===== src/rtl/aes_pkg.sv =====
// Shared definitions for the AES-128 round-key buffer: state encoding,
// round count and widths.
package aes_pkg;

  localparam int AES_NR     = 10;
  localparam int RND_W      = 4;
  localparam int KEY_WORD_W = 32;

  localparam logic [1:0] ST_EMPTY = 2'd0;
  localparam logic [1:0] ST_LOAD  = 2'd1;
  localparam logic [1:0] ST_READY = 2'd2;
  localparam logic [1:0] ST_READ  = 2'd3;

  typedef enum logic [1:0] {
    S_EMPTY = ST_EMPTY,
    S_LOAD  = ST_LOAD,
    S_READY = ST_READY,
    S_READ  = ST_READ
  } rk_state_t;

endpackage


===== src/rtl/aes_rk_store_if.sv =====
// Load and replay handshake bundle between key expansion, the round-key
// store and the round datapath.
interface aes_rk_store_if
  import aes_pkg::*;
#(
  parameter int DATA_WIDTH = KEY_WORD_W
) ();

  logic                    ld_valid;
  logic [DATA_WIDTH-1:0]   ld_word_0;
  logic [DATA_WIDTH-1:0]   ld_word_1;
  logic [DATA_WIDTH-1:0]   ld_word_2;
  logic [DATA_WIDTH-1:0]   ld_word_3;
  logic                    ld_ready;
  logic                    keys_ready;
  logic                    rd_start;
  logic                    rd_dir;
  logic                    rk_valid;
  logic                    rd_ready;
  logic [4*DATA_WIDTH-1:0] rk_data;
  logic [RND_W-1:0]        rk_round;
  logic                    rk_last;

  modport slave (
    input  ld_valid, ld_word_0, ld_word_1, ld_word_2, ld_word_3,
    input  rd_start, rd_dir, rd_ready,
    output ld_ready, keys_ready, rk_valid, rk_data, rk_round, rk_last
  );

  modport master (
    output ld_valid, ld_word_0, ld_word_1, ld_word_2, ld_word_3,
    output rd_start, rd_dir, rd_ready,
    input  ld_ready, keys_ready, rk_valid, rk_data, rk_round, rk_last
  );

endinterface


===== src/rtl/aes_rk_store_bank.sv =====
// Round-key register file: one synchronous write port, one asynchronous
// read port. Contents are intentionally not reset.
module aes_rk_bank #(
  parameter int DEPTH = 11,
  parameter int WIDTH = 128,
  parameter int AW    = 4
) (
  input  logic             clk,
  input  logic             we,
  input  logic [AW-1:0]    waddr,
  input  logic [WIDTH-1:0] wdata,
  input  logic [AW-1:0]    raddr,
  output logic [WIDTH-1:0] rdata
);

  logic [WIDTH-1:0] mem [DEPTH];

  always_ff @(posedge clk) begin
    if (we && (int'(waddr) < DEPTH)) begin
      mem[waddr] <= wdata;
    end
  end

  assign rdata = (int'(raddr) < DEPTH) ? mem[raddr] : '0;

endmodule


===== src/rtl/aes_rk_store.sv =====
// Round-key buffer: captures the 11 expanded round keys once, then replays
// them forward or reverse any number of times until flushed.
//
// state   | meaning
// S_EMPTY | no keys held, waiting for the first load beat
// S_LOAD  | loading keys 1..NUM_ROUNDS, wr_cnt is the next slot
// S_READY | all keys held, waiting for rd_start
// S_READ  | replaying, ptr is the key currently presented
module aes_rk_store
  import aes_pkg::*;
#(
  parameter int DATA_WIDTH = KEY_WORD_W,
  parameter int NUM_ROUNDS = AES_NR
) (
  input  logic           clk,
  input  logic           rst_n,
  input  logic           flush,
  aes_rk_store_if.slave  bus
);

  localparam int               KW      = 4 * DATA_WIDTH;
  localparam logic [RND_W-1:0] LAST    = RND_W'(NUM_ROUNDS);
  localparam logic [RND_W-1:0] LAST_M1 = RND_W'(NUM_ROUNDS - 1);
  localparam logic [RND_W-1:0] ONE     = RND_W'(1);

  rk_state_t        state;
  logic [RND_W-1:0] wr_cnt;
  logic [RND_W-1:0] ptr;
  logic             dir_rev;
  logic             ld_ready_q;
  logic             keys_ready_q;
  logic             rk_valid_q;
  logic             rk_last_q;

  logic             we;
  logic [KW-1:0]    wdata;
  logic [KW-1:0]    rdata;

  // A flush in the same cycle as a load beat must not disturb storage.
  assign we    = bus.ld_valid & ld_ready_q & ~flush;
  assign wdata = {bus.ld_word_0, bus.ld_word_1, bus.ld_word_2, bus.ld_word_3};

  aes_rk_bank #(
    .DEPTH (NUM_ROUNDS + 1),
    .WIDTH (KW),
    .AW    (RND_W)
  ) u_bank (
    .clk   (clk),
    .we    (we),
    .waddr (wr_cnt),
    .wdata (wdata),
    .raddr (ptr),
    .rdata (rdata)
  );

  always_ff @(posedge clk or negedge rst_n) begin
    if (!rst_n) begin
      state        <= S_EMPTY;
      wr_cnt       <= '0;
      ptr          <= '0;
      dir_rev      <= 1'b0;
      ld_ready_q   <= 1'b1;
      keys_ready_q <= 1'b0;
      rk_valid_q   <= 1'b0;
      rk_last_q    <= 1'b0;
    end else if (flush) begin
      state        <= S_EMPTY;
      wr_cnt       <= '0;
      ptr          <= '0;
      dir_rev      <= 1'b0;
      ld_ready_q   <= 1'b1;
      keys_ready_q <= 1'b0;
      rk_valid_q   <= 1'b0;
      rk_last_q    <= 1'b0;
    end else begin
      case (state)
        S_EMPTY: begin
          if (bus.ld_valid) begin
            wr_cnt <= ONE;
            state  <= S_LOAD;
          end
        end
        S_LOAD: begin
          if (bus.ld_valid) begin
            if (wr_cnt == LAST) begin
              wr_cnt       <= '0;
              ld_ready_q   <= 1'b0;
              keys_ready_q <= 1'b1;
              state        <= S_READY;
            end else begin
              wr_cnt <= wr_cnt + ONE;
            end
          end
        end
        S_READY: begin
          if (bus.rd_start) begin
            dir_rev    <= bus.rd_dir;
            ptr        <= bus.rd_dir ? LAST : '0;
            rk_valid_q <= 1'b1;
            rk_last_q  <= 1'b0;
            state      <= S_READ;
          end
        end
        S_READ: begin
          if (bus.rd_ready) begin
            if (rk_last_q) begin
              rk_valid_q <= 1'b0;
              rk_last_q  <= 1'b0;
              state      <= S_READY;
            end else if (dir_rev) begin
              ptr       <= ptr - ONE;
              rk_last_q <= (ptr == ONE);
            end else begin
              ptr       <= ptr + ONE;
              rk_last_q <= (ptr == LAST_M1);
            end
          end
        end
        default: state <= S_EMPTY;
      endcase
    end
  end

  assign bus.ld_ready   = ld_ready_q;
  assign bus.keys_ready = keys_ready_q;
  assign bus.rk_valid   = rk_valid_q;
  assign bus.rk_last    = rk_last_q;
  assign bus.rk_round   = rk_valid_q ? ptr : '0;
  assign bus.rk_data    = rk_valid_q ? rdata : '0;

endmodule


===== src/flat_wrapper.sv =====
// flat-port wrapper written by rule: the top's interface ports become plain ports
module aes_rk_store_flat import aes_pkg::*;
#(
  parameter int DATA_WIDTH = KEY_WORD_W,
  parameter int NUM_ROUNDS = AES_NR
)
  (clk, rst_n, flush, bus_ld_valid, bus_ld_word_0, bus_ld_word_1, bus_ld_word_2, bus_ld_word_3, bus_rd_start, bus_rd_dir, bus_rd_ready, bus_ld_ready, bus_keys_ready, bus_rk_valid, bus_rk_data, bus_rk_round, bus_rk_last);
  aes_rk_store_if #(.DATA_WIDTH(DATA_WIDTH)) bus_i ();
  input  logic clk;
  input  logic rst_n;
  input  logic flush;
  input wire logic [$bits(bus_i.ld_valid)-1:0] bus_ld_valid;
  input wire logic [$bits(bus_i.ld_word_0)-1:0] bus_ld_word_0;
  input wire logic [$bits(bus_i.ld_word_1)-1:0] bus_ld_word_1;
  input wire logic [$bits(bus_i.ld_word_2)-1:0] bus_ld_word_2;
  input wire logic [$bits(bus_i.ld_word_3)-1:0] bus_ld_word_3;
  input wire logic [$bits(bus_i.rd_start)-1:0] bus_rd_start;
  input wire logic [$bits(bus_i.rd_dir)-1:0] bus_rd_dir;
  input wire logic [$bits(bus_i.rd_ready)-1:0] bus_rd_ready;
  output wire logic [$bits(bus_i.ld_ready)-1:0] bus_ld_ready;
  output wire logic [$bits(bus_i.keys_ready)-1:0] bus_keys_ready;
  output wire logic [$bits(bus_i.rk_valid)-1:0] bus_rk_valid;
  output wire logic [$bits(bus_i.rk_data)-1:0] bus_rk_data;
  output wire logic [$bits(bus_i.rk_round)-1:0] bus_rk_round;
  output wire logic [$bits(bus_i.rk_last)-1:0] bus_rk_last;
  assign bus_i.ld_valid = bus_ld_valid;
  assign bus_i.ld_word_0 = bus_ld_word_0;
  assign bus_i.ld_word_1 = bus_ld_word_1;
  assign bus_i.ld_word_2 = bus_ld_word_2;
  assign bus_i.ld_word_3 = bus_ld_word_3;
  assign bus_i.rd_start = bus_rd_start;
  assign bus_i.rd_dir = bus_rd_dir;
  assign bus_i.rd_ready = bus_rd_ready;
  assign bus_ld_ready = bus_i.ld_ready;
  assign bus_keys_ready = bus_i.keys_ready;
  assign bus_rk_valid = bus_i.rk_valid;
  assign bus_rk_data = bus_i.rk_data;
  assign bus_rk_round = bus_i.rk_round;
  assign bus_rk_last = bus_i.rk_last;
  aes_rk_store #(.DATA_WIDTH(DATA_WIDTH), .NUM_ROUNDS(NUM_ROUNDS)) u_core (.clk(clk), .rst_n(rst_n), .flush(flush), .bus(bus_i));
endmodule

===== config.mk =====
export PLATFORM = sky130hd
export DESIGN_NAME = aes_rk_store_flat
export DESIGN_NICKNAME = d
export VERILOG_FILES = /design/src/rtl/aes_pkg.sv /design/src/rtl/aes_rk_store_if.sv /design/src/rtl/aes_rk_store_bank.sv /design/src/rtl/aes_rk_store.sv /design/src/flat_wrapper.sv
export SDC_FILE = /design/constraint.sdc
export NUM_CORES = 2
export LEC_CHECK = 0
export CAP_MARGIN = 20
export CORE_UTILIZATION = 55
export DETAILED_ROUTE_END_ITERATION = 16
export PLACE_DENSITY = 0.74
export SLEW_MARGIN = 0
export SYNTH_ARGS = -nofsm -noshare
export SYNTH_HDL_FRONTEND = slang
export SYNTH_HIERARCHICAL = 1
export SYNTH_SLANG_ARGS = --single-unit

===== constraint.sdc =====
create_clock -name clk -period 14 [get_ports clk]
set_input_delay 1.4 -clock clk [delete_from_list [all_inputs] [get_ports clk]]
set_output_delay 1.4 -clock clk [all_outputs]
set_load 0.05 [all_outputs]

== Yosys cells after proc, flatten, opt, wreduce, memory -nomap -nowiden ==
Memory sizes are Yosys's and may differ from the RTL's.
Index checks and enable logic that the tools add are counted.
W data, S select, Z words.

* Flip-flop bits (word level): 15
* Latch bits: 0
* RAM bits: 1408
* Bits in read-only memories: 0
* Input port bits: 135
* Output and inout bits: 136
* Logic and storage cells: 93
* Memories: 1

{| class="wikitable"
|+ Memories
! name !! depth !! bits a word !! rd ports !! clocked after Yosys merged registers in !! wr ports !! line !! source
|-
| u_core.u_bank.mem || 11 || 128 || 1 || 0 || 1 || aes_rk_store_bank.sv:16 || <nowiki>logic [WIDTH-1:0] mem [DEPTH];</nowiki>
|}

* Add/sub/neg operators: 3
* Multiply operators: 0
* Divide/modulo/power cells: 0
* $lt $le $gt $ge: 2
* Equal/unequal tests: 13
* Shift operators: 0
* Multiplexer cells: 47
* Bitwise logic cells: 3
* Reductions and logical operators: 16

{| class="wikitable"
|+ Operators with widths
! kind !! number
|-
| $mux W128 || 2
|-
| $mux W4 || 11
|-
| $mux W1 || 22
|-
| $pmux W4 S2 || 2
|-
| $ne A3 B3 Y1 const B || 5
|-
| $mux W2 || 7
|-
| $reduce_bool A2 Y1 || 5
|-
| $reduce_and A3 Y1 || 3
|-
| $add A4 B1 Y4 const B || 2
|-
| $eq A4 B4 Y1 const B || 2
|-
| $lt A4 B4 Y1 const B || 2
|-
| $pmux W2 S4 || 1
|-
| $reduce_and A4 Y1 || 2
|-
| $ne A3 B2 Y1 const B || 2
|-
| $reduce_and A6 Y1 || 1
|-
| $reduce_bool A3 Y1 || 2
|-
| $eq A2 B2 Y1 const B || 2
|-
| $eq A4 B1 Y1 const B || 1
|-
| $pmux W1 S2 || 2
|-
| $sub A4 B1 Y4 const B || 1
|-
| $and A1 B1 Y1 || 2
|-
| $eq A2 B1 Y1 const B || 1
|-
| $logic_not A2 Y1 || 1
|-
| $reduce_and A2 Y1 || 1
|-
| 2 further kinds || 2
|}

== Longest topological paths before layout ==
* Depth after elaboration: 6
* Gate-level depth with buffers: 9
* Gate-level depth less buffers: 6

== Modules after synthesis ==
The synthesis kept the hierarchy.

{| class="wikitable"
|+ Modules (own cells, without submodules)
! module !! instances !! cells each !! area an instance (µm²) !! seq. area each (µm²)
|-
| aes_rk_bank || 1 || 2706 || 54486.0 || 42280.6
|-
| aes_rk_store || 1 || 245 || 1841.8 || 376.6
|}

== Worst setup path before layout ==
OpenSTA, ideal clock, no wires.

* Path type: input port to flip-flop
* Start: input flush
* End: memory u_core.u_bank.mem[0][0], enable pin
* Setup time: 0.772 ns
* Arrival time: 10.943 ns
* Required time: 13.228 ns
* Path slack: 2.285 ns
* Cell stages on the path: 5
* Cells stage by stage: buf_4 > inv_1 > and3_1 > or3b_2 > nor3_1

* Word-level cells in the longest chain between the ends: 5

{| class="wikitable"
|+ RTL lines
! element !! line !! source
|-
| from (decl) || flat_wrapper.sv:11 || <nowiki>input logic flush;</nowiki>
|-
| $not A1 Y1 || aes_rk_store.sv:40 || <nowiki>assign we = bus.ld_valid & ld_ready_q & ~flush;</nowiki>
|-
| $and A1 B1 Y1 || aes_rk_store.sv:40 ||
|-
| via u_core.we || aes_rk_store.sv:35 || <nowiki>logic we;</nowiki>
|-
| $logic_and A1 B1 Y1 || aes_rk_store_bank.sv:19 || <nowiki>if (we && (int'(waddr) < DEPTH)) begin</nowiki>
|-
| $mux W1 || aes_rk_store_bank.sv:19 ||
|-
| $mux W1 (not written as such) || aes_rk_store_bank.sv:20 || <nowiki>mem[waddr] <= wdata;</nowiki>
|-
| to (decl) || aes_rk_store_bank.sv:16 ||
|}

The timed path passes the listed nets, and every way through them passes these cells.

== Worst setup path after layout ==
* Start: register u_core.ptr[1]
* End: output bus_rk_data[124]

* Word-level cells in the longest chain between the ends: 3
* Elaborated cells between the ends (all ways): 4

{| class="wikitable"
|+ RTL lines
! element !! line !! source
|-
| from (decl) || aes_rk_store.sv:28 || <nowiki>logic [RND_W-1:0] ptr;</nowiki>
|-
| from (signal assigned) || aes_rk_store.sv:98 || <nowiki>ptr <= bus.rd_dir ? LAST : '0;</nowiki>
|-
| from (signal assigned) || aes_rk_store.sv:111 || <nowiki>ptr <= ptr - ONE;</nowiki>
|-
| from (signal assigned) || aes_rk_store.sv:114 || <nowiki>ptr <= ptr + ONE;</nowiki>
|-
| $mem_v2 Z11 W128 or $lt A4 B4 Y1 (tied branches) || -- ||
|-
| $mux W128 * || aes_rk_store_bank.sv:24 || <nowiki>assign rdata = (int'(raddr) < DEPTH) ? mem[raddr] : '0;</nowiki>
|-
| via u_core.rdata[124] || aes_rk_store.sv:37 || <nowiki>logic [KW-1:0] rdata;</nowiki>
|-
| $mux W128 * || aes_rk_store.sv:129 || <nowiki>assign bus.rk_data = rk_valid_q ? rdata : '0;</nowiki>
|-
| to (decl) || flat_wrapper.sv:23 || <nowiki>output wire logic [$bits(bus_i.rk_data)-1:0] bus_rk_data;</nowiki>
|}

Mark *: on every way through the listed nets, which the timed path passes. The rest lies on a longest branch.

==> flow_metrics.tcl <==
set metrics [dict create \
    finalWirelength_mm 131.0 \
    path_buf_inv 4 \
    crit_top_cell "buf_4" \
    gp_congestion 0.7958 \
    cts_setup_buffers 0 \
    ys.flop_type "edfxtp_1" \
    netlist_top_cells_count "1408 x edfxtp_1, 289 x mux2i_1, 176 x a221oi_1, 145 x mux2_2, 134 x and2_1" \
    clk_pin_slew_ps 60 \
    rrSetupSlack_ps 9700 \
    async_flop_share_pct 1.054 \
    holdWs_ps 523.1 \
    core_area_um2 101600 \
    crit_path_max_incr_delay_ps 920 \
    gr-usage-all-layers_pct 25.59 \
    fmax_mhz 143.1 \
    grt_pass1_wl_mm 194.2 \
    drive_above_1_share_pct 16.30 \
    grt_max_degree 141 \
    cp_top_family "buffers and inverters" \
    cp.depth 8 \
    powerDensity_nw_per_um2 132.7 \
    cts_tree "done" \
    htree_levels 4 \
    report.final.slew_viol_count 0 \
    crit_required_ps 12600 \
    num_io_pins 271 \
    relSlewSlack_pct 20.98 \
    maxCapViolations 0 \
    syn_area_um2 56330 \
    yosysMostFrequentCell "edfxtp_1" \
    timing.rr.end "u_core/u_bank/mem[1][46]" \
    post-dp-hpwl_mm 64.68 \
    grt_overflow 0 \
    ir_drop_mv 0.09250 \
    insertion_delay_ps 750 \
    rows 117 \
    dp_worst_setup_slack_ps 7797 \
    die_height_um 322.0 \
    finalClockSkew_ps 19.01 \
    clkSinkCount 1423 \
    drt_first_pass_iters 5 \
    crit_path_start "u_core/ptr[1]" \
    worstSetupPathType "flip-flop to output port" \
    worstMarginPinSlew_ps 1185 \
    synth.area.top_cells "edfxtp_1 75%, mux2i_1 5.1%, mux4_2 5.1%" \
    setup_slack_ps 7012 \
    rsz0062_at_grt "false" \
    grt_pass1_vias 30318 \
    cp_max_fo 65 \
    critPathCaptureType "output port" \
    drc 0 \
    initial_core_util_pct 55.44 \
    fillers 6833 \
    synth-edff-count 1408 \
    cpMaxStageDelayCell "dfrtp_4" \
    crit_arrival_ps 5590 \
    min_period_ps 6988 \
    leakage_nw 19.79 \
    yosys.area.top_type "edfxtp_1" \
    start_kind "flip-flop" \
    worstSetupEndpoint "bus_rk_data[124]" \
    avgSynthCellArea_um2 19.09 \
    cts_root_buf "clkbuf_16" \
    cts_resized 0 \
    clockBufferDepth 3 \
    synth_top_area_share_pct 75.06 \
    yosys_warnings 6 \
    die_w_um 322.0 \
    ys_ff_latch 1423 \
    vias_per_cell 6.216 \
    total_power_w 0.008611 \
    nets 3361 \
    hold_viol 0 \
    finalSetupTns_ps 0 \
    outcome "completed" \
    hold_buffers 0 \
    syn_to_final_growth_pct 15.18 \
    cts_buffers 144 \
    wl_per_cell_um 27.80 \
    r2r-start "u_core/bus.ld_ready" \
    synthCells 2951 \
    drtIter0Drc 2885 \
    die_area_um2 103700 \
    finalSetupViolCount 0 \
    antenna_found_initial 21 \
    yosys.cell_types.count 51 \
    period_share_pct 49.92 \
    syn-num-nets 3091 \
    port_buffers 270 \
    crit_chain "buf_4 > nor2b_4 > buf_4 > buf_4 > a221oi_1 > a22o_1 > and2_1 > clkdlybuf4s50_1" \
    vias 29283 \
    min_path_type "flip-flop to flip-flop" \
    seq_area_frac_synth_pct 75.73 \
    reg2reg_depth 5 \
    drtAntennaViolNets 0 \
]
==> per-stage QoR <==
stage               area (µm²)  utilization, %  std cells
floorplan                56330               -       2951
global placement         60270           59.32       4443
detailed placement       60270           59.32       4443
CTS                      64860           63.85       4705
global route             64880           63.86       4711
finish                   64880           63.86       4711
==> final cells by class <==
type                            count  area (µm²)  area share, %
Sequential cell                  1423       42680          65.78
Multi-Input combinational cell   1333       12710          19.60
Clock buffer                      186        3876          5.974
Timing Repair Buffer              312        3143          4.844
Tap cell                         1368        1712          2.638
Clock inverter                     76       718.2          1.107
Inverter                            7       26.28        0.04050
Antenna cell                        6       15.01        0.02314
==> registers in the layout, indices dropped and copies added (netlist names) <==
| name | cells |
|---|---|
| u_core/u_bank/mem | 1408 |
| u_core/ptr | 4 |
| u_core/wr_cnt | 4 |
| u_core/state | 2 |
| u_core/bus.keys_ready | 1 |
| u_core/bus.ld_ready | 1 |
| u_core/bus.rk_last | 1 |
| u_core/bus.rk_valid | 1 |
| u_core/dir_rev | 1 |
==> worst min-delay path by stage <==
| stage | startpoint | endpoint | slack [ps] | cells past startpoint |
|---|---|---|---|---|
| 5_1_grt | u_core/bus.ld_ready | u_core/bus.ld_ready | 540 | 1 |
| 3_3_place_gp | u_core/bus.keys_ready | u_core/bus.keys_ready | 510 | 2 |
| 3_5_place_dp | u_core/bus.keys_ready | u_core/bus.keys_ready | 520 | 2 |
| 2_1_floorplan | u_core/wr_cnt[3] | u_core/wr_cnt[3] | 540 | 2 |
| 4_1_cts | u_core/bus.keys_ready | u_core/bus.keys_ready | 530 | 2 |
| 6_report | u_core/bus.keys_ready | u_core/bus.keys_ready | 520 | 2 |
==> cells in the final DEF, fill, tap and decap left out, drive strengths merged, types with 5 or more instances in the layout <==
cell type and count:
a21oi 6, a221oi 176, a22o 80, and2 134, buf 42, bufinv 11, clkbuf 186, clkdlybuf4s50 270
clkinv 53, dfrtp 14, diode 6, edfxtp 1408, ha 5, inv 15, mux2 145, mux2i 289
mux4 128, nand2 90, nand2b 133, nor2 18, o21ai 87
==> worst min-delay path: stages, from the launching register on <==
cell	delay, ps
dfrtp_1	370
inv_1	50
a21oi_1	50
==> layer usage <==
| layer | global-route usage, % | vias up | routed length, µm |
|---|---|---|---|
| met5 | 0 | - | 158 |
| li1 | - | 12472 | - |
| met2 | 42.88 | 1235 | 66160 |
| met1 | 33.86 | 15333 | 51650 |
| met4 | 8.021 | 24 | 2973 |
| met3 | 5.099 | 219 | 10020 |
==> kinds of logic (layout without fill, tap and decap cells) <==
family                     count (synthesis)  after routing  synth area share (%)
other                                      0              6                     0
adders and majority gates                  5              5                0.1111
DFF                                     1423           1423                 75.73
buffers and inverters                    195            581                 1.888
AOI/OAI and AO/OA                        364            364                 5.042
and+or+nand+nor                          400            400                 4.045
xor gates and xnor gates                   2              2               0.03110
muxes                                    562            562                 13.15
==> report_power, final <==
group | switching (W) | internal (W) | total (W) | leakage [nW]
combinational | 0.0000957 | 0.0000600 | 0.000156 | 4.66
clock | 0.00156 | 0.00216 | 0.00373 | 2.24
sequential | 0.00000923 | 0.00472 | 0.00473 | 12.9
total | 0.00167 | 0.00694 | 0.00861 | 19.8
Power figures use the tool's default switching activity.
